===== src/rtl/a09_pkg.sv =====
// Shared A09 memory-subsystem definitions: arbiter state encoding, port ids
// and default memory geometry.
package a09_pkg;

    localparam int A09_DATA_WIDTH = 16;
    localparam int A09_ADDR_WIDTH = 8;

    localparam logic PORT_A = 1'b0;
    localparam logic PORT_B = 1'b1;

    typedef enum logic [1:0] {
        IDLE    = 2'd0,
        ACCESS  = 2'd1,
        CAPTURE = 2'd2
    } arb_state_t;

endpackage


===== src/rtl/mem_arbiter_rr_pick2.sv =====
// Two-way round-robin selector: a lone requester wins outright, a tie goes to
// the port that was not granted last.
module rr_pick2
    import a09_pkg::*;
(
    input  logic req_a,
    input  logic req_b,
    input  logic last,
    output logic valid,
    output logic winner
);

    assign valid = req_a | req_b;

    always_comb begin
        winner = PORT_A;
        if (req_a && req_b) begin
            winner = ~last;
        end else if (req_b) begin
            winner = PORT_B;
        end
    end

endmodule


===== src/rtl/mem_arbiter.sv =====
// Shares the single-port synchronous A09 memory between the CPU (port A) and
// the debug/program loader (port B), one registered access at a time.
module mem_arbiter
    import a09_pkg::*;
#(
    parameter int DATA_WIDTH = A09_DATA_WIDTH,
    parameter int ADDR_WIDTH = A09_ADDR_WIDTH
) (
    input  logic                  clk_i,
    input  logic                  reset_ni,

    input  logic                  a_req_i,
    input  logic                  a_wr_i,
    input  logic [ADDR_WIDTH-1:0] a_addr_i,
    input  logic [DATA_WIDTH-1:0] a_data_i,
    output logic                  a_ack_o,
    output logic [DATA_WIDTH-1:0] a_data_o,

    input  logic                  b_req_i,
    input  logic                  b_wr_i,
    input  logic [ADDR_WIDTH-1:0] b_addr_i,
    input  logic [DATA_WIDTH-1:0] b_data_i,
    output logic                  b_ack_o,
    output logic [DATA_WIDTH-1:0] b_data_o,

    output logic [ADDR_WIDTH-1:0] mem_addr_o,
    output logic [DATA_WIDTH-1:0] mem_data_o,
    output logic                  mem_wr_o,
    input  logic [DATA_WIDTH-1:0] mem_data_i,

    output logic                  busy_o,
    output logic                  owner_o,
    output arb_state_t            state_o
);

    // Handshake: a master raises req with wr/addr/data and holds them until
    // its ack pulses for one cycle; the payload is sampled only at grant, so a
    // master that drops req after grant still receives exactly one ack.

    arb_state_t state;
    logic       last_owner;
    logic       op_wr;
    logic       elig_a;
    logic       elig_b;
    logic       pick_valid;
    logic       pick_winner;

    // A port whose ack is high this cycle is masked so it cannot re-win
    // with the request it is just now retiring.
    assign elig_a = a_req_i & ~a_ack_o;
    assign elig_b = b_req_i & ~b_ack_o;

    rr_pick2 u_pick (
        .req_a  (elig_a),
        .req_b  (elig_b),
        .last   (last_owner),
        .valid  (pick_valid),
        .winner (pick_winner)
    );

    always_ff @(posedge clk_i or negedge reset_ni) begin
        if (!reset_ni) begin
            state      <= IDLE;
            last_owner <= PORT_B;
            owner_o    <= PORT_A;
            op_wr      <= 1'b0;
            mem_addr_o <= '0;
            mem_data_o <= '0;
            mem_wr_o   <= 1'b0;
            a_ack_o    <= 1'b0;
            b_ack_o    <= 1'b0;
            a_data_o   <= '0;
            b_data_o   <= '0;
        end else begin
            a_ack_o <= 1'b0;
            b_ack_o <= 1'b0;
            case (state)
                IDLE: begin
                    if (pick_valid) begin
                        owner_o <= pick_winner;
                        if (pick_winner == PORT_B) begin
                            mem_addr_o <= b_addr_i;
                            mem_data_o <= b_data_i;
                            mem_wr_o   <= b_wr_i;
                            op_wr      <= b_wr_i;
                        end else begin
                            mem_addr_o <= a_addr_i;
                            mem_data_o <= a_data_i;
                            mem_wr_o   <= a_wr_i;
                            op_wr      <= a_wr_i;
                        end
                        state <= ACCESS;
                    end
                end
                ACCESS: begin
                    mem_wr_o <= 1'b0;
                    state    <= CAPTURE;
                end
                CAPTURE: begin
                    if (owner_o == PORT_B) begin
                        b_ack_o <= 1'b1;
                        if (!op_wr) begin
                            b_data_o <= mem_data_i;
                        end
                    end else begin
                        a_ack_o <= 1'b1;
                        if (!op_wr) begin
                            a_data_o <= mem_data_i;
                        end
                    end
                    last_owner <= owner_o;
                    state      <= IDLE;
                end
                default: begin
                    mem_wr_o <= 1'b0;
                    state    <= IDLE;
                end
            endcase
        end
    end

    assign busy_o  = (state != IDLE);
    assign state_o = state;

endmodule


===== config.mk =====
export PLATFORM = sky130hd
export DESIGN_NAME = mem_arbiter
export DESIGN_NICKNAME = d
export VERILOG_FILES = /design/src/rtl/a09_pkg.sv /design/src/rtl/mem_arbiter_rr_pick2.sv /design/src/rtl/mem_arbiter.sv
export SDC_FILE = /design/constraint.sdc
export NUM_CORES = 1
export LEC_CHECK = 0
export CAP_MARGIN = 20
export CORE_UTILIZATION = 35
export DETAILED_ROUTE_END_ITERATION = 10
export GPL_ROUTABILITY_DRIVEN = 0
export HOLD_SLACK_MARGIN = 0.06
export PLACE_DENSITY = 0.73
export SYNTH_ARGS = -nofsm -noshare
export SYNTH_HDL_FRONTEND = slang
export SYNTH_HIERARCHICAL = 1
export SYNTH_SLANG_ARGS = --single-unit

===== constraint.sdc =====
create_clock -name clk_i -period 3.3 [get_ports clk_i]
set_input_delay 0.495 -clock clk_i [delete_from_list [all_inputs] [get_ports clk_i]]
set_output_delay 0.495 -clock clk_i [all_outputs]
set_load 0.05 [all_outputs]

# Word level (Yosys, flattened, before mapping)
# Index checks and enable logic that the tools add are counted.
dict set report totals {
  regBits 64
  inputBits 70
  out_inout_bits 63
  wordCells 43
}
dict set report classes {
  n_eq_ne 3
  muxes 13
  bitwise 9
  n_reduce_logical 7
}
# op n
set ops {}
lappend ops {{16-bit two-way mux} 1}
lappend ops {{1-bit two-way mux} 8}
lappend ops {{8-bit two-way mux} 1}
lappend ops {{1-bit NOT} 6}
lappend ops {{3-bit AND reduction} 2}
lappend ops {{2-bit one-hot mux with 2 select lines} 1}
lappend ops {{2-bit AND reduction} 2}
lappend ops {{1-bit AND} 2}
lappend ops {{2-bit by 1-bit equality test with 1-bit output (second input constant)} 1}
lappend ops {{2-bit equality test (second input constant)} 1}
lappend ops {{2-bit zero test} 1}
lappend ops {{2-bit two-way mux} 1}
lappend ops {{2-bit inequality test (second input constant)} 1}
lappend ops {{1-bit one-hot mux with 2 select lines} 1}
lappend ops {{2-bit nonzero test} 1}
lappend ops {{1-bit logical AND} 1}
lappend ops {{1-bit bitwise OR} 1}

# Logic depth before layout (Yosys ltp)
# Gate-level depths: netlist of run 1.
dict set report depth {
  depth_word 7
  depth_mapped 6
  mapped_depth_nobuf 5
}

# By module
# Netlist of run 1, hierarchy kept.
# mod n_inst cells_per_inst area_each_um2 seq_area_each_um2
set modules_own_cells {}
lappend modules_own_cells {mem_arbiter 1 198 2617.5 1602.8}
lappend modules_own_cells {rr_pick2 1 2 13.8 0.0}

# Worst setup path after synthesis of run 1
# Ideal clock, no wire load.
dict set report synth_timing {
  path_type {reg2reg}
  start {register state[0] (netlist: state_o[0])}
  end {register a_data_o[10]}
  setup_ns 0.125
  t_arrival_ns 1.669
  required_time_ns 3.175
  path_slack_ns 1.506
  stages_incl_launch_ff 5
  n_path_buf 1
  period_less_slack_ns 1.794
  cell_sequence {dfrtp_1 > nand2b_2 > nor3_4 > buf_6 > mux2_2}
}
dict set report synth_via {
  elab_chain_len 2
}
# item line
set synth_lines {}
lappend synth_lines {{start, declared} mem_arbiter.sv:40} ;# arb_state_t state;
lappend synth_lines {{start signal, assigned} mem_arbiter.sv:63} ;# state <= IDLE;
lappend synth_lines {{start signal, assigned} mem_arbiter.sv:92} ;# state <= ACCESS;
lappend synth_lines {{start signal, assigned} mem_arbiter.sv:97} ;# state <= CAPTURE;
lappend synth_lines {{2-bit equality test} mem_arbiter.sv:77} ;# case (state)
lappend synth_lines {{3-bit AND reduction (no source line)} --}
lappend synth_lines {{end signal, assigned} mem_arbiter.sv:108} ;# a_data_o <= mem_data_i;
lappend synth_lines {{end, declared} mem_arbiter.sv:17} ;# output logic [DATA_WIDTH-1:0] a_data_o,
# Every way passes these cells.
# A chain may end at the register's enable or synchronous reset.

# Final worst setup path of run 1
dict set report layout_timing {
  start {register state[1] (netlist: state_o[1])}
  end {output busy_o}
}
dict set report layout_via {
  elab_chain_len 1
}
# item line
set layout_lines {}
lappend layout_lines {{2-bit nonzero test} mem_arbiter.sv:122} ;# assign busy_o = (state != IDLE);
lappend layout_lines {{end, declared} mem_arbiter.sv:31} ;# output logic busy_o,
# Every way passes these cells.

==> summary.txt, run 1 <==
Critical path
  – Crit path DAT: around 1800 ps
  – CP Launch Type: flop
  – R2R Path Start: state_o[0]$_DFFE_PN0P_
  – Kind of critical path: reg2out
  – Crit-path max cell delay: about 700 ps
  – Required @ worst endpoint: 2800 ps
  – CP cell instances: or2_2, clkdlybuf4s50_1
  – CP max stage cell: clkdlybuf4s50_1
  – Critical path peak fanout: 7
  – CP Capture Type: output pin
  – Critical path origin: state_o[1]$_DFFE_PN0P_

Logic synthesis
  – Synthesized Nets: 270
  – Synth top area share: 59.9%
  – Cells after synthesis: 200
  – #FFs+latches synth: 64
  – Seq/Total Area, Yosys: 60.9%
  – Yosys Warn Count: 6
  – Largest area contributor in the netlist: dfrtp_1
  – Avg Cell Area, Syn: 13.2 sq um
  – Synth unique cells: 22
  – Synth area leaders: dfrtp_1 (60%), mux2_2 (14%), mux2i_1 (9.5%), a21oi_1 (4.9%), nor2_1 (3.7%)
  – Synthesized area: 2630 sq um

Finish
  – Layout cell share with drive strength beyond 1: approximately 17%
  – Fill count: 665
  – Antenna fix cells: 0
  – Commonest non-fill, non-tap cell in the layout: clkdlybuf4s50_1
  – Commonest cells after routing, fill and taps aside: clkdlybuf4s50_1 (131), dfrtp_1 (63), mux2_2 (33), nor2_1 (26), a21oi_1 (26)
  – Net count, final: 407
  – Seq. cell area: 1600 sq um
  – Multi-input logic area: between 900 and 1000 sq um
  – Area Growth Syn to Fin: 61.2%
  – Design Area, Final: between 4000 and 5000 sq um

Clock network
  – Worst-Skew Late Latency: 320 ps
  – Hold_buf cts: 0
  – H-tree Lvls: 3
  – Clk buf depth: 2
  – CTS Sinks: 64
  – CTS resizes: 0
  – CTS tree: built
  – TritonCTS buffer count: 9
  – Setup Buffers After CTS: 0
  – Clock transition at path regs: about 70 ps
  – Clock root buffer: clkbuf_8

Placement
  – Dpl ws: roughly 940 ps
  – Hpwl dp: 4.81 mm
  – Area post-placement: 4060 sq um
  – Port buffer count: 132

Pwr
  – Cell Pwr Density: 1150 nW/um^2
  – Power, Total: ~4.9 mW
  – Maximum vdd ir drop: 0.581 mV
  – Leakage: 1.78 nW

STA
  – Setup WS post-layout: around 970 ps
  – Crit share post-route: 70.5%
  – RSZ-0062 raised after global routing: no
  – Skew final: 8.43 ps
  – Final setup viols: 0
  – FMAX: approximately 430 MHz
  – Post-layout min period: 2330 ps
  – Slew margin rel.: 42.2%
  – Setup TNS: 0 ps
  – Max Slew Vio Count: 0
  – Final count of hold timing violations: 0
  – Least-Margin Pin Slew: 865 ps

Worst hold path
  – Hold Path Class: in2async

Floorplan
  – Die ar.: a little under 8000 sq um
  – Die W: approximately 89 um
  – Die Y-Extent: about 89 um
  – # IOs: about 130
  – Initial core utilization: 36.3%
  – FP Rows: 31
  – Core region area: 7250 sq um

Global route
  – All-layer global routing usage: roughly 17%
  – Initial antenna violation count: 0
  – Largest net degree at the start of global routing: 52
  – First-pass GRT wire length: 9.98 mm
  – GR Overflow Total: 0
  – Vias in the first global route: 2009

Routing
  – Drt first pass iters: 4
  – Routed WL: 6.52 mm
  – Routed vias/inst: 4.59
  – Antenna viol nets, final: 0
  – DRC Markers: 0
  – WL/cell: 14.8 um
  – Drt initial violations: 57
  – Via count: 2026

Run status
  – Status: complete, no violations

Job
  – MaxCap Viol Count: 0
## through the flow
step	cells	util, %	hold slack (ps)
global route	441	58.5	139
global placement	424	55.9	471
floorplan	200	-	199
detailed placement	424	55.9	476
CTS	440	58.2	400
finish	441	58.5	130
## logic make-up (layout without fill, tap and decap cells)
| kind of cell | Yosys count | count (layout) | synth area share (%) |
|---|---|---|---|
| compound gates | 28 | 28 | 5.56 |
| flops | 64 | 64 | 60.9 |
| buf+inv | 12 | 154 | 2.43 |
| simple gates | 38 | 38 | 7.47 |
| mux | 58 | 58 | 23.6 |
## synthesized netlist by cell type
master and instances:
dfrtp_1 63, mux2_2 33, a21oi_1 26, nor2_1 26
mux2i_1 25, buf_2 6, nor2b_1 3, clkbuf_1 2
inv_1 2, nand2_1 2, a21boi_1 1, a311oi_1 1
buf_4 1, buf_6 1, dfstp_2 1, nand2b_2 1
nand3b_2 1, nor2_4 1, nor3_4 1, nor3b_2 1
or2_1 1, or2_2 1
## sequential cells by signal, summed over array words and instances, names as in the netlist
signal and cells:
a_data_o 16, b_data_o 16, mem_data_o 16, mem_addr_o 8, state_o 2, a_ack_o 1, b_ack_o 1, last_owner 1
mem_wr_o 1, op_wr 1, owner_o 1
## critical path: cells and delay by family, from the launching register on
| kind | cells | cell delay [ps] |
|---|---|---|
| buf+inv | 1 | 700 |
| flops | 1 | 490 |
| simple gates | 1 | 320 |
## layer usage
metal  global-route usage (%)  wire length (um)  share of wire [%]
met1                     20.9              2690                 41
met2                     29.2              3480                 53
met3                     2.89               233                3.6
met4                     7.62               117                1.8
met5                        0                 0                  0
## power by group
group	internal [mW]	switching (mW)	leakage, nW	total (mW)
registers	1.17	0.233	0.754	1.40
clock network	0.292	0.283	0.0834	0.575
logic	1.04	1.87	0.944	2.92
total	2.51	2.39	1.78	4.89
## path summary, 6_finish.rpt
check                                       endpoint  slack [ps]  cells after the start
setup / recovery                              busy_o         970                      2
hold / removal              a_data_o[13]$_DFFE_PN0P_         130                      1
setup reg to reg             a_data_o[7]$_DFFE_PN0P_        1360                      3
hold reg to reg               last_owner$_DFFE_PN1N_         490                      2
max in group asynchronous  mem_data_o[9]$_DFFE_PN0P_        2350                      3
min in group clk_i            last_owner$_DFFE_PN1N_         490                      2
## cell type report
class                   count  share of cell area, %
multi-input cells         124                   23.2
clock inverters             3                  0.413
repair buffers            136                   32.0
well taps                  99                   2.92
clock buffers              13                   3.51
flip-flops and latches     64                   37.8
inverters                   2                  0.177
(Power assumes the default switching activity.)
==> run 2, diff against run 1 <==
--- a/config.mk
+++ b/config.mk
@@ -10,7 +10,7 @@
 export DETAILED_ROUTE_END_ITERATION = 10
 export GPL_ROUTABILITY_DRIVEN = 0
 export HOLD_SLACK_MARGIN = 0.06
-export PLACE_DENSITY = 0.73
+export PLACE_DENSITY = 0.75
 export SYNTH_ARGS = -nofsm -noshare
 export SYNTH_HDL_FRONTEND = slang
 export SYNTH_HIERARCHICAL = 1
==> constraint.sdc (replaced) <==
create_clock -name clk_i -period 1.95 [get_ports clk_i]
set_input_delay 0.2925 -clock clk_i [delete_from_list [all_inputs] [get_ports clk_i]]
set_output_delay 0.2925 -clock clk_i [all_outputs]
set_load 0.05 [all_outputs]
==> run 2 against run 1 <==
Combinational power grew 72%. Die area did not move. Sequential power is 69% higher. Cell area rose by 2.0%. First-iteration DRC count is 46% higher. Non-clock buffer count rose by 5. Critical path depth down 1. Via count increased by 0.89%. Final cell count increased by 1.1%. Largest cell class unchanged. Largest power group unchanged.
==> summary.txt, run 2 (synthesis gave the netlist of run 1 again) <==
Routing
  – Wl on met1: around 2.7 mm
  – Antenna viol nets, final: 0
  – Routed WL: between 6 and 7 mm
  – DRC Markers: 0
  – Top layer in use: met4
  – Drt initial violations: 83
  – Metal3 WL: 249 um
  – Via count: 2044
  – WL/cell: 14.6 um
  – Drt first pass iters: 4
  – Routed vias/inst: 4.58
  – Metal2 WL: 3.45 mm

Floorplan
  – # IOs: 133
  – Die Y-Extent: approximately 89 um
  – Die ar.: 7870 sq um
  – Die W: 88.7 um
  – Initial core utilization: 36.3%
  – FP Rows: 31
  – Core region area: roughly 7300 sq um

STA
  – Crit share post-route: 93.3%
  – Max Slew Vio Count: 0
  – Skew final: between 8 and 9 ps
  – Setup WS post-layout: 131 ps
  – FMAX: 550 MHz
  – Final count of hold timing violations: 0
  – Final hold slack: 479 ps
  – Final setup viols: 0
  – Least-Margin Pin Slew: around 550 ps
  – Setup TNS: 0 ps
  – Post-layout min period: 1820 ps
  – RSZ-0062 raised after global routing: no
  – Slew margin rel.: 63.5%

Critical path
  – R2R setup slack: 390 ps
  – CP max stage cell: clkdlybuf4s50_1
  – CP Capture Type: output pin
  – CP Launch Type: flop
  – Kind of critical path: reg2out
  – Critical path peak fanout: 2
  – CP cell instances: clkdlybuf4s50_1
  – Required @ worst endpoint: between 1500 and 2000 ps
  – Crit path DAT: 1530 ps
  – Bufs and invs on worst path: 1
  – Crit-path max cell delay: about 840 ps
  – CP delay by family, top: buffers and inverters

Clock network
  – Clk buf depth: 2
  – CTS Sinks: 64
  – TritonCTS buffer count: 9
  – CTS tree: built
  – Worst-Skew Late Latency: 330 ps
  – Clock root buffer: clkbuf_8
  – Clock transition at path regs: 70 ps
  – H-tree Lvls: 3

Global route
  – First-pass GRT wire length: between 9 and 10 mm
  – All-layer global routing usage: about 17%
  – Vias in the first global route: ~2000
  – Largest net degree at the start of global routing: 65
  – GR Overflow Total: 0
  – Initial antenna violation count: 0

Placement
  – Hpwl dp: 4.76 mm
  – Port buffer count: approximately 130
  – Dpl ws: around 56 ps
  – Area post-placement: 4140 sq um
  – Post-Place Cells: 429

Finish
  – Commonest cells after routing, fill and taps aside: clkdlybuf4s50_1 (127), dfrtp_1 (63), mux2_2 (33), nor2_1 (26), a21oi_1 (26)
  – Antenna fix cells: 0
  – Non-filler cells, final: 446
  – Commonest non-fill, non-tap cell in the layout: clkdlybuf4s50_1
  – Layout cell share with drive strength beyond 1: between 10% and 20%
  – Net count, final: 412
  – Area Growth Syn to Fin: 64.4%
  – Util after Layout: 59.7%
  – Design Area, Final: 4330 sq um
  – Largest registers: a_data_o x16, b_data_o x16, mem_data_o x16
  – Fill count: 638

Pwr
  – Cell Pwr Density: 1940 nW/um^2
  – Power, Total: around 8.4 mW
  – Leakage: around 1.8 nW
  – Maximum vdd ir drop: 0.825 mV

Worst hold path
  – Hold Path Class: in2async

Run status
  – Status: complete, no violations

Job
  – MaxCap Viol Count: 0
run 2: cell count changes in the layout (fill, tap and decap cells not counted), sizes merged:
cell           change
dlygate4sd3        +1
clkdlybuf4s50      -4
buf                +7
dlygate4sd2        +1
clkinv             +1
clkinvlp           +2
clkbuf             -3
run 2: worst reg2reg max path: stages (launching register included):
cell	delay (ps)
dfrtp_1	460
nand2b_2	240
nor3_4	110
buf_4	280
mux2_2	370
run 2: final timing paths:
path	from	cells past startpoint	to
worst max register to register	state_o[0]$_DFFE_PN0P_	4	a_data_o[8]$_DFFE_PN0P_
worst max-delay path	mem_data_o[5]$_DFFE_PN0P_	1	mem_data_o[5]
worst min register to register	last_owner$_DFFE_PN1N_	2	last_owner$_DFFE_PN1N_
max in group asynchronous	reset_ni	3	last_owner$_DFFE_PN1N_
worst min-delay path	reset_ni	3	mem_data_o[6]$_DFFE_PN0P_
min in group clk_i	last_owner$_DFFE_PN1N_	2	last_owner$_DFFE_PN1N_
run 2: area by class of cell:
cell class	instances	area [sq um]	share of cell area [%]
repair buffers	141	1430	33.0
clock inverters	6	45.0	1.04
well taps	99	124	2.86
multi-input cells	124	982	22.7
flip-flops and latches	64	1600	37.0
inverters	2	7.51	0.174
clock buffers	10	138	3.18
run 2: layer usage:
layer,vias up,global-route usage (%)
met3,12,3.26
met2,46,28.6
met4,0,8.94
li1,987,-
met5,-,0
met1,999,21.6
run 2: repair_timing:
action,4_1_cts,5_1_grt
hold buffers,1,0
resized for setup,1,0
setup buffers,0,0
setup endpoints to repair,1,0
hold endpoints to repair,63,0
run 2: where the power goes:
| group | switching, mW | internal (mW) | total [mW] |
|---|---|---|---|
| logic | 3.19 | 1.83 | 5.03 |
| registers | 0.387 | 1.98 | 2.37 |
| clock network | 0.519 | 0.497 | 1.02 |
==> run 3, diff against run 2 <==
--- a/config.mk
+++ b/config.mk
@@ -13,5 +13,4 @@
 export PLACE_DENSITY = 0.75
 export SYNTH_ARGS = -nofsm -noshare
 export SYNTH_HDL_FRONTEND = slang
-export SYNTH_HIERARCHICAL = 1
 export SYNTH_SLANG_ARGS = --single-unit
==> run 3 against run 2 <==
Hold slack hardly changed. Sequential power is essentially flat. Via count shrank 0.98%. Largest power group unchanged. Routed wire length down 6.0%. Fmax is 2.7% lower. Clock power increased by 8%. Core utilization fell by 0.82 points. Synthesized cell count increased by 0.50%. Register-to-register slack better by 20 ps. Highest routed layer unchanged. Sequential share of layout area decreased by 0.075 points. Critical path depth did not move.
==> summary.txt, run 3 <==
Clock network
  – CTS tree: built
  – Clock transition at path regs: 70 ps
  – Clock root buffer: clkbuf_8
  – Clk buf depth: 2
  – CTS Sinks: 64
  – H-tree Lvls: 3
  – Worst-Skew Late Latency: approximately 320 ps
  – Setup Buffers After CTS: 0
  – TritonCTS buffer count: 9

STA
  – Skew final: about 6.6 ps
  – Setup TNS: 0 ps
  – Final setup viols: 0
  – FMAX: approximately 530 MHz
  – Slew margin rel.: 64.0%
  – Post-layout min period: 1870 ps
  – Final count of hold timing violations: 0
  – Max Slew Vio Count: 0
  – Least-Margin Pin Slew: between 500 and 600 ps
  – Setup WS post-layout: 80.7 ps
  – RSZ-0062 raised after global routing: no
  – Crit share post-route: 95.9%

Logic synthesis
  – Synth top cells by count: dfrtp_1 (63), mux2_2 (31), nand2_1 (27)
  – Synth top area share: 58.3%
  – Post-synth EDFFs: 0
  – Largest area contributor in the netlist: dfrtp_1
  – Cell with the most instances after synthesis: dfrtp_1
  – Cells after synthesis: 201
  – Synthesized Nets: between 200 and 300
  – Synth area leaders: dfrtp_1 (58%), mux2_2 (13%), mux2i_1 (9.3%), o21ai_1 (4.1%), nand2_1 (3.8%)
  – Main synth FF type: dfrtp_1
  – Synthesized area: 2700 sq um
  – #FFs+latches synth: between 60 and 70
  – Seq/Total Area, Yosys: 59.3%
  – Avg Cell Area, Syn: 13.4 sq um
  – Yosys Warn Count: 0
  – Synth unique cells: 28
  – Post-synth ARST share: between 90% and 100%

Pwr
  – Maximum vdd ir drop: 0.901 mV
  – Cell Pwr Density: 1980 nW/um^2
  – Leakage: approximately 1.9 nW

Routing
  – DRC Markers: 0
  – Drt first pass iters: 4
  – Routed vias/inst: 4.54
  – WL/cell: approximately 14 um
  – Antenna viol nets, final: 0
  – Drt initial violations: between 50 and 60
  – Routed WL: 6.10 mm
  – Via count: around 2000

Critical path
  – Bufs and invs on worst path: 1
  – CP delay by family, top: buffers and inverters
  – Crit-path max cell delay: between 800 and 900 ps
  – CP cell instances: clkdlybuf4s50_1
  – CP Launch Type: flop
  – Kind of critical path: reg2out
  – CP max stage cell: clkdlybuf4s50_1
  – Critical path peak fanout: 6
  – Required @ worst endpoint: 1660 ps
  – R2R Path Start: state_o[0]$_DFFE_PN0P_
  – Critical path origin: state_o[0]$_DFFE_PN0P_
  – Crit path DAT: 1580 ps
  – CP Capture Type: output pin

Finish
  – Non-filler cells, final: 446
  – Util after Layout: ~59%
  – Area Growth Syn to Fin: 60.4%
  – Design Area, Final: 4340 sq um
  – Commonest non-fill, non-tap cell in the layout: clkdlybuf4s50_1
  – Multi-input logic area: around 1000 sq um
  – Largest registers: a_data_o x16, b_data_o x16, mem_data_o x16
  – Commonest cells after routing, fill and taps aside: clkdlybuf4s50_1 (128), dfrtp_1 (63), mux2_2 (31), nand2_1 (27), mux2i_1 (25)
  – Net count, final: between 400 and 500
  – Fill count: 656
  – Antenna fix cells: 0
  – Layout cell share with drive strength beyond 1: 19.3%
  – Seq. cell area: 1600 sq um

Floorplan
  – # IOs: 133
  – Die W: 89.9 um
  – Initial core utilization: between 30% and 40%
  – Die ar.: 8080 sq um
  – Die Y-Extent: 89.9 um
  – Core region area: 7370 sq um
  – FP Rows: 31

Global route
  – Largest net degree at the start of global routing: 45
  – All-layer global routing usage: 16.4%
  – First-pass GRT wire length: 10.4 mm
  – Initial antenna violation count: 0
  – GR Overflow Total: 0
  – Vias in the first global route: roughly 2200

Worst hold path
  – Hold path start: mem_data_o[3]$_DFFE_PN0P_
  – Hold Path Class: reg2reg

Run status
  – Status: complete, no violations

Placement
  – Dpl ws: ~93 ps
  – Post-Place Cells: 429
  – Area post-placement: just over 4000 sq um
  – Port buffer count: 132
  – Hpwl dp: 4.59 mm

Job
  – MaxCap Viol Count: 0
-- run 3: cell types whose count changed after synthesis, moves of 2 or more --
cell / previous run / this run
a21oi_1: 26 / 0
buf_2: 6 / 1
buf_8: 0 / 3
nand2_1: 2 / 27
mux2_2: 33 / 31
nor2b_1: 3 / 1
mux2_1: 0 / 2
nor2_1: 26 / 2
o21ai_1: 0 / 22
o21ai_0: 0 / 3
o21ai_2: 0 / 2
-- run 3: per-stage QoR --
step / power, mW / hold slack (ps)
3_3_place_gp: 7.45 / 298
6_report: 8.57 / 479
4_1_cts: 8.67 / 482
2_1_floorplan: 5.82 / -3.09
3_5_place_dp: 7.54 / 307
5_1_grt: 9.01 / 513
-- run 3: metal layers --
| layer | vias to the layer above | track usage (%) | routed length, um |
|---|---|---|---|
| met3 | 5 | 4.57 | 421 |
| met4 | 0 | 7.26 | 65 |
| met1 | 954 | 20.7 | 2690 |
| met2 | 95 | 26.4 | 2930 |
| met5 | - | 0 | 0 |
| li1 | 970 | - | - |
-- run 3: repair_timing --
action / 4_1_cts / 5_1_grt
hold buffers: 1 / 0
hold endpoints to repair: 63 / 0
gates resized for setup: 1 / 0
setup endpoints to repair: 1 / 0
-- run 3: cell type report --
type / instances / share of cell area, %
sequential: 64 / 37.0
timing repair buffer: 140 / 32.2
multi-input combinational: 125 / 23.2
clock buffer: 11 / 3.26
tap: 99 / 2.86
clock inverter: 5 / 1.30
inverter: 2 / 0.173
-- run 3: worst paths after layout --
| kind | depth (start not counted) | end | slack (ps) |
|---|---|---|---|
| min in group asynchronous | 3 | a_ack_o$_DFF_PN0_ | 510 |
| worst max-delay path | 1 | state_o[0] | 80 |
| worst min-delay path | 2 | mem_data_o[3]$_DFFE_PN0P_ | 480 |
| worst max register to register | 4 | b_data_o[9]$_DFFE_PN0P_ | 410 |
| worst min register to register | 2 | mem_data_o[3]$_DFFE_PN0P_ | 480 |
| max in group asynchronous | 3 | last_owner$_DFFE_PN1P_ | 1180 |
-- run 3: cell families (layout without fill, tap and decap cells) --
group	count (synthesis)	in the layout	share of synthesized area (%)
DFF	64	64	59.3
muxes	58	58	23.0
and+or+nand+nor	38	38	7.45
AOI/OAI and AO/OA	29	29	6.67
buffers and inverters	12	158	3.56
-- run 3: power by group --
group	internal [mW]	switching, mW	leakage (nW)	total [mW]
combinational	1.86	3.22	0.993	5.09
sequential	1.99	0.386	0.780	2.38
clock	0.623	0.480	0.0993	1.10
